[src/rtl/hook_pkg.sv]
`default_nettype none
// ============================================================================
// Module : hook_pkg
// Brief  : Shared widths, FSM states and motion modes for the hook sequencer.
// Rev    : 1.0
// ============================================================================
package hook_pkg;

    localparam int DEG_W   = 9;
    localparam int LEN_W   = 10;
    localparam int ARITH_W = 11;

    typedef enum logic [2:0] {
        S_WAIT       = 3'd0,
        S_ERASE_GO   = 3'd1,
        S_ERASE_WAIT = 3'd2,
        S_UPDATE     = 3'd3,
        S_DRAW_GO    = 3'd4,
        S_DRAW_WAIT  = 3'd5
    } state_t;

    typedef enum logic [1:0] {
        M_SWING   = 2'd0,
        M_EXTEND  = 2'd1,
        M_RETRACT = 2'd2
    } mode_t;

    localparam logic DIR_UP   = 1'b1;
    localparam logic DIR_DOWN = 1'b0;

endpackage
`default_nettype wire

[src/rtl/hook_motion.sv]
`default_nettype none
// ============================================================================
// Module : hook_motion
// Brief  : Combinational next-frame angle/length/mode for the hook.
// Rev    : 1.0
// ============================================================================
module hook_motion
    import hook_pkg::*;
#(
    parameter int unsigned DEG_MIN   = 10,
    parameter int unsigned DEG_MAX   = 170,
    parameter int unsigned DEG_STEP  = 2,
    parameter int unsigned LEN_MIN   = 20,
    parameter int unsigned LEN_MAX   = 300,
    parameter int unsigned EXT_STEP  = 4,
    parameter int unsigned RET_STEP  = 2,
    parameter int unsigned RET_HEAVY = 1
) (
    input  logic [DEG_W-1:0] i_degree,
    input  logic [LEN_W-1:0] i_length,
    input  mode_t            i_mode,
    input  logic             i_dir,
    input  logic             i_grabbed,
    input  logic             i_hit,
    input  logic             i_heavy,
    input  logic             i_fire_pend,
    output logic [DEG_W-1:0] o_degree,
    output logic [LEN_W-1:0] o_length,
    output mode_t            o_mode,
    output logic             o_dir,
    output logic             o_grabbed,
    output logic             o_fire_clr,
    output logic             o_reel_done
);

    localparam logic [ARITH_W-1:0] c_DEG_MAX    = ARITH_W'(DEG_MAX);
    localparam logic [ARITH_W-1:0] c_DEG_DN_LIM = ARITH_W'(DEG_MIN + DEG_STEP);
    localparam logic [ARITH_W-1:0] c_LEN_MAX    = ARITH_W'(LEN_MAX);
    localparam logic [ARITH_W-1:0] c_LEN_MIN    = ARITH_W'(LEN_MIN);

    logic [ARITH_W-1:0] w_deg;
    logic [ARITH_W-1:0] w_len;
    logic [ARITH_W-1:0] w_deg_up;
    logic [ARITH_W-1:0] w_deg_dn;
    logic [ARITH_W-1:0] w_len_up;
    logic [ARITH_W-1:0] w_ret_step;
    logic [ARITH_W-1:0] w_len_dn;

    assign w_deg      = ARITH_W'(i_degree);
    assign w_len      = ARITH_W'(i_length);
    assign w_deg_up   = w_deg + ARITH_W'(DEG_STEP);
    assign w_deg_dn   = w_deg - ARITH_W'(DEG_STEP);
    assign w_len_up   = w_len + ARITH_W'(EXT_STEP);
    assign w_ret_step = (i_heavy && i_grabbed) ? ARITH_W'(RET_HEAVY) : ARITH_W'(RET_STEP);
    assign w_len_dn   = w_len - w_ret_step;

    always_comb begin
        o_degree    = i_degree;
        o_length    = i_length;
        o_mode      = i_mode;
        o_dir       = i_dir;
        o_grabbed   = i_grabbed;
        o_fire_clr  = 1'b0;
        o_reel_done = 1'b0;
        case (i_mode)
            M_SWING: begin
                // A pending launch takes the whole frame; the angle freezes here.
                if (i_fire_pend) begin
                    o_mode     = M_EXTEND;
                    o_fire_clr = 1'b1;
                    o_grabbed  = 1'b0;
                end else if (i_dir == DIR_UP) begin
                    if (w_deg_up >= c_DEG_MAX) begin
                        o_degree = DEG_W'(DEG_MAX);
                        o_dir    = DIR_DOWN;
                    end else begin
                        o_degree = w_deg_up[DEG_W-1:0];
                    end
                end else begin
                    // Compare before subtracting so a small angle cannot wrap.
                    if (w_deg <= c_DEG_DN_LIM) begin
                        o_degree = DEG_W'(DEG_MIN);
                        o_dir    = DIR_UP;
                    end else begin
                        o_degree = w_deg_dn[DEG_W-1:0];
                    end
                end
            end
            M_EXTEND: begin
                if (i_hit) begin
                    o_grabbed = 1'b1;
                    o_mode    = M_RETRACT;
                end else if (w_len_up >= c_LEN_MAX) begin
                    o_length = LEN_W'(LEN_MAX);
                    o_mode   = M_RETRACT;
                end else begin
                    o_length = w_len_up[LEN_W-1:0];
                end
            end
            M_RETRACT: begin
                if (w_len <= c_LEN_MIN + w_ret_step) begin
                    o_length    = LEN_W'(LEN_MIN);
                    o_mode      = M_SWING;
                    o_reel_done = 1'b1;
                end else begin
                    o_length = w_len_dn[LEN_W-1:0];
                end
            end
            default: o_mode = M_SWING;
        endcase
    end

endmodule
`default_nettype wire

[src/rtl/hook_ctrl.sv]
`default_nettype none
// ============================================================================
// Module : hook_ctrl
// Brief  : Per-frame erase/update/redraw sequencer driving the hook drawer.
// Rev    : 1.0
// ============================================================================
module hook_ctrl
    import hook_pkg::*;
#(
    parameter int unsigned DEG_MIN   = 10,
    parameter int unsigned DEG_MAX   = 170,
    parameter int unsigned DEG_STEP  = 2,
    parameter int unsigned LEN_MIN   = 20,
    parameter int unsigned LEN_MAX   = 300,
    parameter int unsigned EXT_STEP  = 4,
    parameter int unsigned RET_STEP  = 2,
    parameter int unsigned RET_HEAVY = 1,
    parameter int unsigned TIMEOUT   = 4095
) (
    input  logic             i_clk,
    input  logic             i_resetn,
    input  logic             i_frame_tick,
    input  logic             i_fire,
    input  logic             i_hit,
    input  logic             i_heavy,
    input  logic             i_draw_done,
    output logic [DEG_W-1:0] o_degree,
    output logic [LEN_W-1:0] o_length,
    output logic             o_draw_enable,
    output logic             o_erase,
    output logic             o_busy,
    output logic             o_reel_done,
    output logic             o_grabbed,
    output logic             o_error
);

    localparam int             CNT_W     = $clog2(TIMEOUT + 1);
    localparam logic [CNT_W-1:0] c_TIMEOUT = CNT_W'(TIMEOUT);

    state_t           r_state;
    logic [DEG_W-1:0] r_degree;
    logic [LEN_W-1:0] r_length;
    mode_t            r_mode;
    logic             r_dir;
    logic             r_grabbed;
    logic             r_fire_pend;
    logic             r_drawn_valid;
    logic             r_draw_enable;
    logic             r_erase;
    logic             r_busy;
    logic             r_reel_done;
    logic             r_error;
    logic [CNT_W-1:0] r_cnt;

    logic [DEG_W-1:0] w_degree;
    logic [LEN_W-1:0] w_length;
    mode_t            w_mode;
    logic             w_dir;
    logic             w_grabbed;
    logic             w_fire_clr;
    logic             w_reel_done;
    logic [CNT_W-1:0] w_cnt_inc;
    logic             w_timeout;

    hook_motion #(
        .DEG_MIN  (DEG_MIN),
        .DEG_MAX  (DEG_MAX),
        .DEG_STEP (DEG_STEP),
        .LEN_MIN  (LEN_MIN),
        .LEN_MAX  (LEN_MAX),
        .EXT_STEP (EXT_STEP),
        .RET_STEP (RET_STEP),
        .RET_HEAVY(RET_HEAVY)
    ) u_motion (
        .i_degree   (r_degree),
        .i_length   (r_length),
        .i_mode     (r_mode),
        .i_dir      (r_dir),
        .i_grabbed  (r_grabbed),
        .i_hit      (i_hit),
        .i_heavy    (i_heavy),
        .i_fire_pend(r_fire_pend),
        .o_degree   (w_degree),
        .o_length   (w_length),
        .o_mode     (w_mode),
        .o_dir      (w_dir),
        .o_grabbed  (w_grabbed),
        .o_fire_clr (w_fire_clr),
        .o_reel_done(w_reel_done)
    );

    assign w_cnt_inc = r_cnt + 1'b1;
    assign w_timeout = (w_cnt_inc == c_TIMEOUT);

    always_ff @(posedge i_clk) begin
        if (!i_resetn) begin
            r_state       <= S_WAIT;
            r_degree      <= DEG_W'((DEG_MIN + DEG_MAX) / 2);
            r_length      <= LEN_W'(LEN_MIN);
            r_mode        <= M_SWING;
            r_dir         <= DIR_UP;
            r_grabbed     <= 1'b0;
            r_fire_pend   <= 1'b0;
            r_drawn_valid <= 1'b0;
            r_draw_enable <= 1'b0;
            r_erase       <= 1'b0;
            r_busy        <= 1'b0;
            r_reel_done   <= 1'b0;
            r_error       <= 1'b0;
            r_cnt         <= '0;
        end else begin
            r_draw_enable <= 1'b0;
            r_reel_done   <= 1'b0;
            r_error       <= 1'b0;
            if (r_state != S_WAIT) begin
                r_cnt <= w_cnt_inc;
            end
            if (i_fire && (r_mode == M_SWING)) begin
                r_fire_pend <= 1'b1;
            end
            // Ticks arriving mid-frame are dropped, not queued.
            if (i_frame_tick && r_busy) begin
                r_error <= 1'b1;
            end
            case (r_state)
                S_WAIT: begin
                    if (i_frame_tick) begin
                        r_busy <= 1'b1;
                        if (r_drawn_valid) begin
                            r_state       <= S_ERASE_GO;
                            r_draw_enable <= 1'b1;
                            r_erase       <= 1'b1;
                            r_cnt         <= '0;
                        end else begin
                            r_state <= S_UPDATE;
                        end
                    end
                end
                S_ERASE_GO: r_state <= S_ERASE_WAIT;
                S_ERASE_WAIT: begin
                    if (i_draw_done) begin
                        r_state <= S_UPDATE;
                        r_erase <= 1'b0;
                    end else if (w_timeout) begin
                        r_state       <= S_WAIT;
                        r_busy        <= 1'b0;
                        r_erase       <= 1'b0;
                        r_error       <= 1'b1;
                        r_drawn_valid <= 1'b0;
                    end
                end
                S_UPDATE: begin
                    r_degree      <= w_degree;
                    r_length      <= w_length;
                    r_mode        <= w_mode;
                    r_dir         <= w_dir;
                    r_grabbed     <= w_grabbed;
                    r_reel_done   <= w_reel_done;
                    if (w_fire_clr) begin
                        r_fire_pend <= 1'b0;
                    end
                    r_state       <= S_DRAW_GO;
                    r_draw_enable <= 1'b1;
                    r_cnt         <= '0;
                end
                S_DRAW_GO: r_state <= S_DRAW_WAIT;
                S_DRAW_WAIT: begin
                    if (i_draw_done) begin
                        r_state       <= S_WAIT;
                        r_busy        <= 1'b0;
                        r_drawn_valid <= 1'b1;
                    end else if (w_timeout) begin
                        r_state       <= S_WAIT;
                        r_busy        <= 1'b0;
                        r_error       <= 1'b1;
                        r_drawn_valid <= 1'b0;
                    end
                end
                default: begin
                    r_state <= S_WAIT;
                    r_busy  <= 1'b0;
                    r_erase <= 1'b0;
                end
            endcase
        end
    end

    assign o_degree      = r_degree;
    assign o_length      = r_length;
    assign o_draw_enable = r_draw_enable;
    assign o_erase       = r_erase;
    assign o_busy        = r_busy;
    assign o_reel_done   = r_reel_done;
    assign o_grabbed     = r_grabbed;
    assign o_error       = r_error;

endmodule
`default_nettype wire
[config.mk]
export PLATFORM = sky130hd
export DESIGN_NAME = hook_ctrl
export DESIGN_NICKNAME = d
export VERILOG_FILES = /design/src/rtl/hook_pkg.sv /design/src/rtl/hook_motion.sv /design/src/rtl/hook_ctrl.sv
export SDC_FILE = /design/constraint.sdc
export NUM_CORES = 1
export LEC_CHECK = 0
export ABC_CLOCK_PERIOD_IN_PS = 2700
export BUFFER_PORTS_ARGS = -buffer_cell sky130_fd_sc_hd__buf_2
export CAP_MARGIN = 10
export CORE_ASPECT_RATIO = 1.4
export CORE_MARGIN = 1.5
export CORE_UTILIZATION = 45
export CTS_CLUSTER_SIZE = 28
export DETAILED_ROUTE_END_ITERATION = 12
export PLACE_DENSITY_LB_ADDON = 0.08
export REMOVE_ABC_BUFFERS = 1
export SYNTH_ARGS = -nofsm -noshare
export SYNTH_HDL_FRONTEND = slang
export SYNTH_SLANG_ARGS = --single-unit
[constraint.sdc]
create_clock -name i_clk -period 2.7 [get_ports i_clk]
set_input_delay 0.135 -clock i_clk [delete_from_list [all_inputs] [get_ports i_clk]]
set_output_delay 0.135 -clock i_clk [all_outputs]
set_load 0.1 [all_outputs]
======== After elaboration in Yosys (flattened, before gate mapping) ========
Cells that the tools add are included.
cells by class
  add/sub/neg operators ................... 6
  order comparisons ....................... 4
  reductions and logical operators ........ 20
  bitwise operators ....................... 3
  multiplexer cells ....................... 56
  equal/unequal tests ..................... 17
operators with widths
  cell                                                                              count
  12-bit 2-to-1 mux                                                                 3
  10-bit 2-to-1 mux                                                                 3
  1-bit 2-to-1 mux                                                                  28
  9-bit 2-to-1 mux                                                                  3
  12-bit one-hot mux with 2 select lines                                            1
  10-bit one-hot mux with 2 select lines                                            1
  3-bit one-hot mux with 6 select lines                                             1
  12-bit by 1-bit adder with 12-bit output, second input constant                   1
  12-bit == test, second input constant                                             1
  2-bit 2-to-1 mux                                                                  6
  3-bit 2-to-1 mux                                                                  4
  2-bit != test, second input constant                                              6
  3-bit AND reduction                                                               4
  4-bit AND reduction                                                               3
  10-bit by 3-bit adder with 11-bit output, second input constant                   1
  5-bit by 11-bit adder with 11-bit output, first input constant                    1
  11-bit by 8-bit >= comparator with 1-bit output, second input constant            1
  11-bit by 9-bit >= comparator with 1-bit output, second input constant            1
  10-bit by 11-bit less-or-equal comparator with 1-bit output                       1
  9-bit by 2-bit adder with 10-bit output, second input constant                    1
  10-bit subtractor                                                                 1
  9-bit by 4-bit less-or-equal comparator with 1-bit output, second input constant  1
  9-bit by 2-bit subtractor with 9-bit output, second input constant                1
  3-bit by 2-bit == test with 1-bit output, second input constant                   2
  other kinds (21)                                                                  30
word-level totals
  output and inout port bits .............. 25
  word-level logic and storage cells ...... 120
  bits of input ports ..................... 7
  register bits ........................... 45

======== Depth between registers and ports, before layout ========
  depth after elaboration ................. 6
  mapped depth ............................ 11
  gate-level depth less buffers ........... 11

======== Cells and area by module ========
A second synthesis with hierarchy kept.
unflattened totals
  cells, all modules ...................... 511
  area, all modules ....................... 3580.9 um^2
modules (own cells, without submodules)
  module       instances  area an instance (um^2)  seq. area each (um^2)  cells each
  hook_ctrl    1          2054.5                   900.9                  272
  hook_motion  1          1526.5                   0.0                    239

======== Least setup slack after synthesis ========
Ideal clock, no wire load.
  path kind ............................... flip-flop to flip-flop
  from .................................... register r_grabbed (netlist: o_grabbed)
  to ...................................... register r_length[8] (netlist: o_length[8])
  arrival time ............................ 2.835 ns
  stages on the path, launching flop included .. 11
  path buffers ............................ 0
  clock period less this slack ............ 2.963 ns
  data required time ...................... 2.572 ns
  setup slack ............................. -0.263 ns
  setup time .............................. 0.128 ns
  path through ............................ dfxtp_1 > and2_1 > ha_1 > inv_1 > fa_1 > nand2b_1 > or3_1 > nor3_1 > o21ai_0 > a22oi_1 > nor2_1
on the way
  word-level cells in the longest chain between the ends .. 6
  elaborated cells on any way between the ends .. 7
  classes of those cells .................. add/sub (2); order compare (1); mux (3); reduce/logical (1)
RTL lines
  what                                                         line                text
  from (decl)                                                  hook_ctrl.sv:45     logic r_grabbed;
  from (signal assigned)                                       hook_ctrl.sv:157    r_grabbed <= w_grabbed;
  1-bit logical AND (*)                                        hook_motion.sv:54   assign w_ret_step = (i_heavy && i_grabbed) ? ARITH_W'(RET_HEAVY) : ARITH_W'(RET_STEP);
  2-bit 2-to-1 mux (*)                                         hook_motion.sv:54
  5-bit by 11-bit adder with 11-bit output                     hook_motion.sv:101  if (w_len <= c_LEN_MIN + w_ret_step) begin
  10-bit by 11-bit less-or-equal comparator with 1-bit output  hook_motion.sv:101
  10-bit 2-to-1 mux (*)                                        hook_motion.sv:101
  10-bit one-hot mux with 2 select lines (*)                   hook_motion.sv:65   case (i_mode)
  to (signal assigned)                                         hook_ctrl.sv:99     r_length <= LEN_W'(LEN_MIN);
  to (signal assigned)                                         hook_ctrl.sv:154    r_length <= w_length;
  to (decl)                                                    hook_ctrl.sv:42     logic [LEN_W-1:0] r_length;
Every way passes the cells marked *; elsewhere a longest branch is shown, timed or not.
A chain may end at the register's enable or synchronous reset.

======== Worst setup path in the final report ========
  from .................................... register r_length[2] (netlist: o_length[2])
  to ...................................... register r_length[2] (netlist: o_length[2])
on the way
  word-level cells in the longest chain between the ends .. 5
  elaborated cells on any way between the ends .. 8
  classes of those cells .................. add/sub (2); order compare (2); mux (4)
RTL lines
  what                                             line               text
  10-bit by 3-bit adder with 11-bit output         hook_motion.sv:53  assign w_len_up = w_len + ARITH_W'(EXT_STEP);
  11-bit by 9-bit >= comparator with 1-bit output  hook_motion.sv:93  end else if (w_len_up >= c_LEN_MAX) begin
  10-bit 2-to-1 mux                                hook_motion.sv:93
  10-bit 2-to-1 mux                                hook_motion.sv:90  if (i_hit) begin
  10-bit one-hot mux with 2 select lines (*)       hook_motion.sv:65
Every way passes the cells marked *; elsewhere a longest branch is shown, timed or not. The select of a mux whose other input is x is not followed.

==> run summary <==
Status - complete, no violations
Critical R2R Capture - o_length[2]
Seq/Total Area, Yosys - 0.279
Crit path capture - o_length[2]
Final period util - 0.934
Number of global-route vias before repair - 2989
Count leader, synth - dfxtp_1
Longest Clk Path Bufs - 2
DP HPWL - 5650 µm
Final WL - 7930 µm
Hold_buf cts - 0
CTS H-tree depth - 2
Mapped Avg Cell Area - 7.48 µm²
Final core occ - 0.518
Hold crit path type - input pin to register
Main flop type after synthesis - dfxtp_1
Distinct cells, synth - 70
CP Capture Type - register
CP Class - register to register
Initial DRC count - 171
Final antenna-violating net count - 0
Startpoint Class - register
Clock Latency Late Sink - 310 ps
Largest net degree at the start of global routing - 25
EDFF count, synth - 0
Congestion Overflow GR - 0
Initial cell density of the core - 0.471
Fmax - 0.397 GHz
Post-Layout Cell Count - 534
Placed cells - 526
Top Usage Layer GRT - met2
Count of boundary I/O pins - 32
Synthesized netlist cell count - 422
Worst path required time - 2910 ps
Vias post-DR - 3077
First-pass GRT wire length - 13500 µm
R2R cell count - 8
Met1 Use GR - 0.256
Total core area - 6700 µm²
Pwr/cell area - 436 nW/µm²
CTS buffer count - 5
Layout cell share with drive strength beyond 1 - 0.154
Yosys top cell area share - 0.279
Residual DRC count - 0
Die width - 73.8 µm
Slew Limit Fails - 0
CP arrival - 2730 ps
Met3 Track Usage GR - 0.0345
Initial antenna violation count - 0
Worst VDD drop - 0.189 mV
Clock root cell - clkbuf_8
Worst-path fanout max - 13
Setup violators final - 0
Synth area leaders - dfxtp_1, ha_1, o21ai_0
GR Util met2 - 0.415
Synthesis warning total - 0
CTS tree - yes
# diodes - 0
Layout area overhead - 9.98%
Clk_skew - 6.74 ps
Ys async rst share - 0
Commonest cells post-synth - dfxtp_1, nor2_1, nand2_1
Postcts setup bufs - 0
Die area - 7540 µm²
Leak - 1.39 nW
NumNets Final - 463
Die Ht - 102 µm
Worst-margin pin slew - 943 ps
Hold WS - 73.6 ps
First-pass detailed-route iteration total - 4
Clock sink count - 44
Port bufs - 30
Fin Setup TNS - 0 ps
Gr usage total - 0.227
Setup crit start - o_length[2]
Flops & latches, synth - 44
FILL cells - 700
Per-cell routed wire length - 14.9 µm
Max-cap violations - 0
Tmin final - 2520 ps
Worst-path clk slew - 90 ps
R2R Setup Slk - 180 ps
Post-Syn Area - 3160 µm²
Gpl congestion - 0.872
Final Hold Viols - 0
Max-slew headroom - 0.371
RSZ-0062 raised after global routing - false
FP Rows - 35
Reg-to-reg startpoint - o_length[2]
Cell taking the most area after synthesis - dfxtp_1
DR vias/cell - 5.76
==> repair_timing <==
action	in CTS	in global routing
endpoints found under the hold margin	0	0
setup endpoints to repair	0	1
resized for setup	0	2
==> placed cells by master, fill, tap and decap left out, types with 11 or more instances in the layout <==
cell type	netlist	layout
nand3_1	14	14
nor2_1	41	41
ha_1	14	14
a21oi_1	29	29
o21ai_0	32	32
nand2_1	39	39
nor3_1	18	17
buf_4	4	11
buf_2	7	30
dfxtp_1	44	44
inv_1	19	19
==> registers in the layout, summed over array words and instances (netlist names) <==
| register | cells |
|---|---|
| o_busy | 1 |
| o_degree | 8 |
| o_draw_enable | 1 |
| o_erase | 1 |
| o_error | 1 |
| o_grabbed | 1 |
| o_length | 10 |
| o_reel_done | 1 |
| r_cnt | 12 |
| r_dir | 1 |
| r_drawn_valid | 1 |
| r_fire_pend | 1 |
| r_mode | 2 |
| r_state | 3 |
==> cells by family (layout without fill, tap and decap cells) <==
kind of cell | after synthesis | count (layout) | synth area share
xor+xnor | 8 | 8 | 0.0222
other cells | 1 | 1 | 0.00119
compound gates | 124 | 124 | 0.263
simple gates | 177 | 177 | 0.293
mux | 5 | 5 | 0.0158
buf+inv | 48 | 68 | 0.0646
flops | 44 | 44 | 0.279
fa+ha+maj | 15 | 15 | 0.0618
==> worst max-delay path, stage by stage (launching register included) <==
cell	delay, ps
dfxtp_1	580
ha_1	480
and4_1	310
nand2_1	80
o21ai_0	170
a211o_1	150
a21boi_4	270
nand2_4	110
a211o_1	260
==> routing by layer <==
| metal | share of wire | up-vias |
|---|---|---|
| met4 | 0.017 | 0 |
| li1 | - | 1551 |
| met2 | 0.53 | 51 |
| met5 | 0 | - |
| met1 | 0.43 | 1465 |
| met3 | 0.025 | 10 |
==> worst min-delay path by stage <==
stage	endpoint	slack, ps	cells past startpoint	startpoint
2_1_floorplan	o_degree[3]	200	1	i_resetn
3_3_place_gp	r_fire_pend	390	3	i_fire
3_5_place_dp	r_fire_pend	400	3	i_fire
4_1_cts	r_fire_pend	80	3	i_fire
5_1_grt	r_fire_pend	110	3	i_fire
6_report	r_fire_pend	70	3	i_fire
==> metrics by stage <==
step,setup WS [ps],area (µm²),power (mW)
6_report,178,3470,1.52
5_1_grt,13.5,3470,1.60
4_1_cts,149,3470,1.53
3_5_place_dp,177,3370,1.08
3_3_place_gp,249,3370,1.08
2_1_floorplan,-295,3030,0.982
==> power by group <==
group | leakage (nW) | switching [mW] | internal [mW]
clock network | 0.0510 | 0.244 | 0.205
logic | 0.985 | 0.247 | 0.107
registers | 0.356 | 0.0369 | 0.676
total | 1.39 | 0.528 | 0.988
==> cell type report <==
class	count	area, µm²	area share
Tap cell	92	115	0.0331
Clock inverter	2	10.0	0.00288
Clock buffer	6	82.6	0.0238
Multi-Input combinational cell	330	2080	0.599
Sequential cell	44	881	0.254
Timing Repair Buffer	41	233	0.0670
Inverter	19	71.3	0.0205
Power figures use the tool's default switching activity.
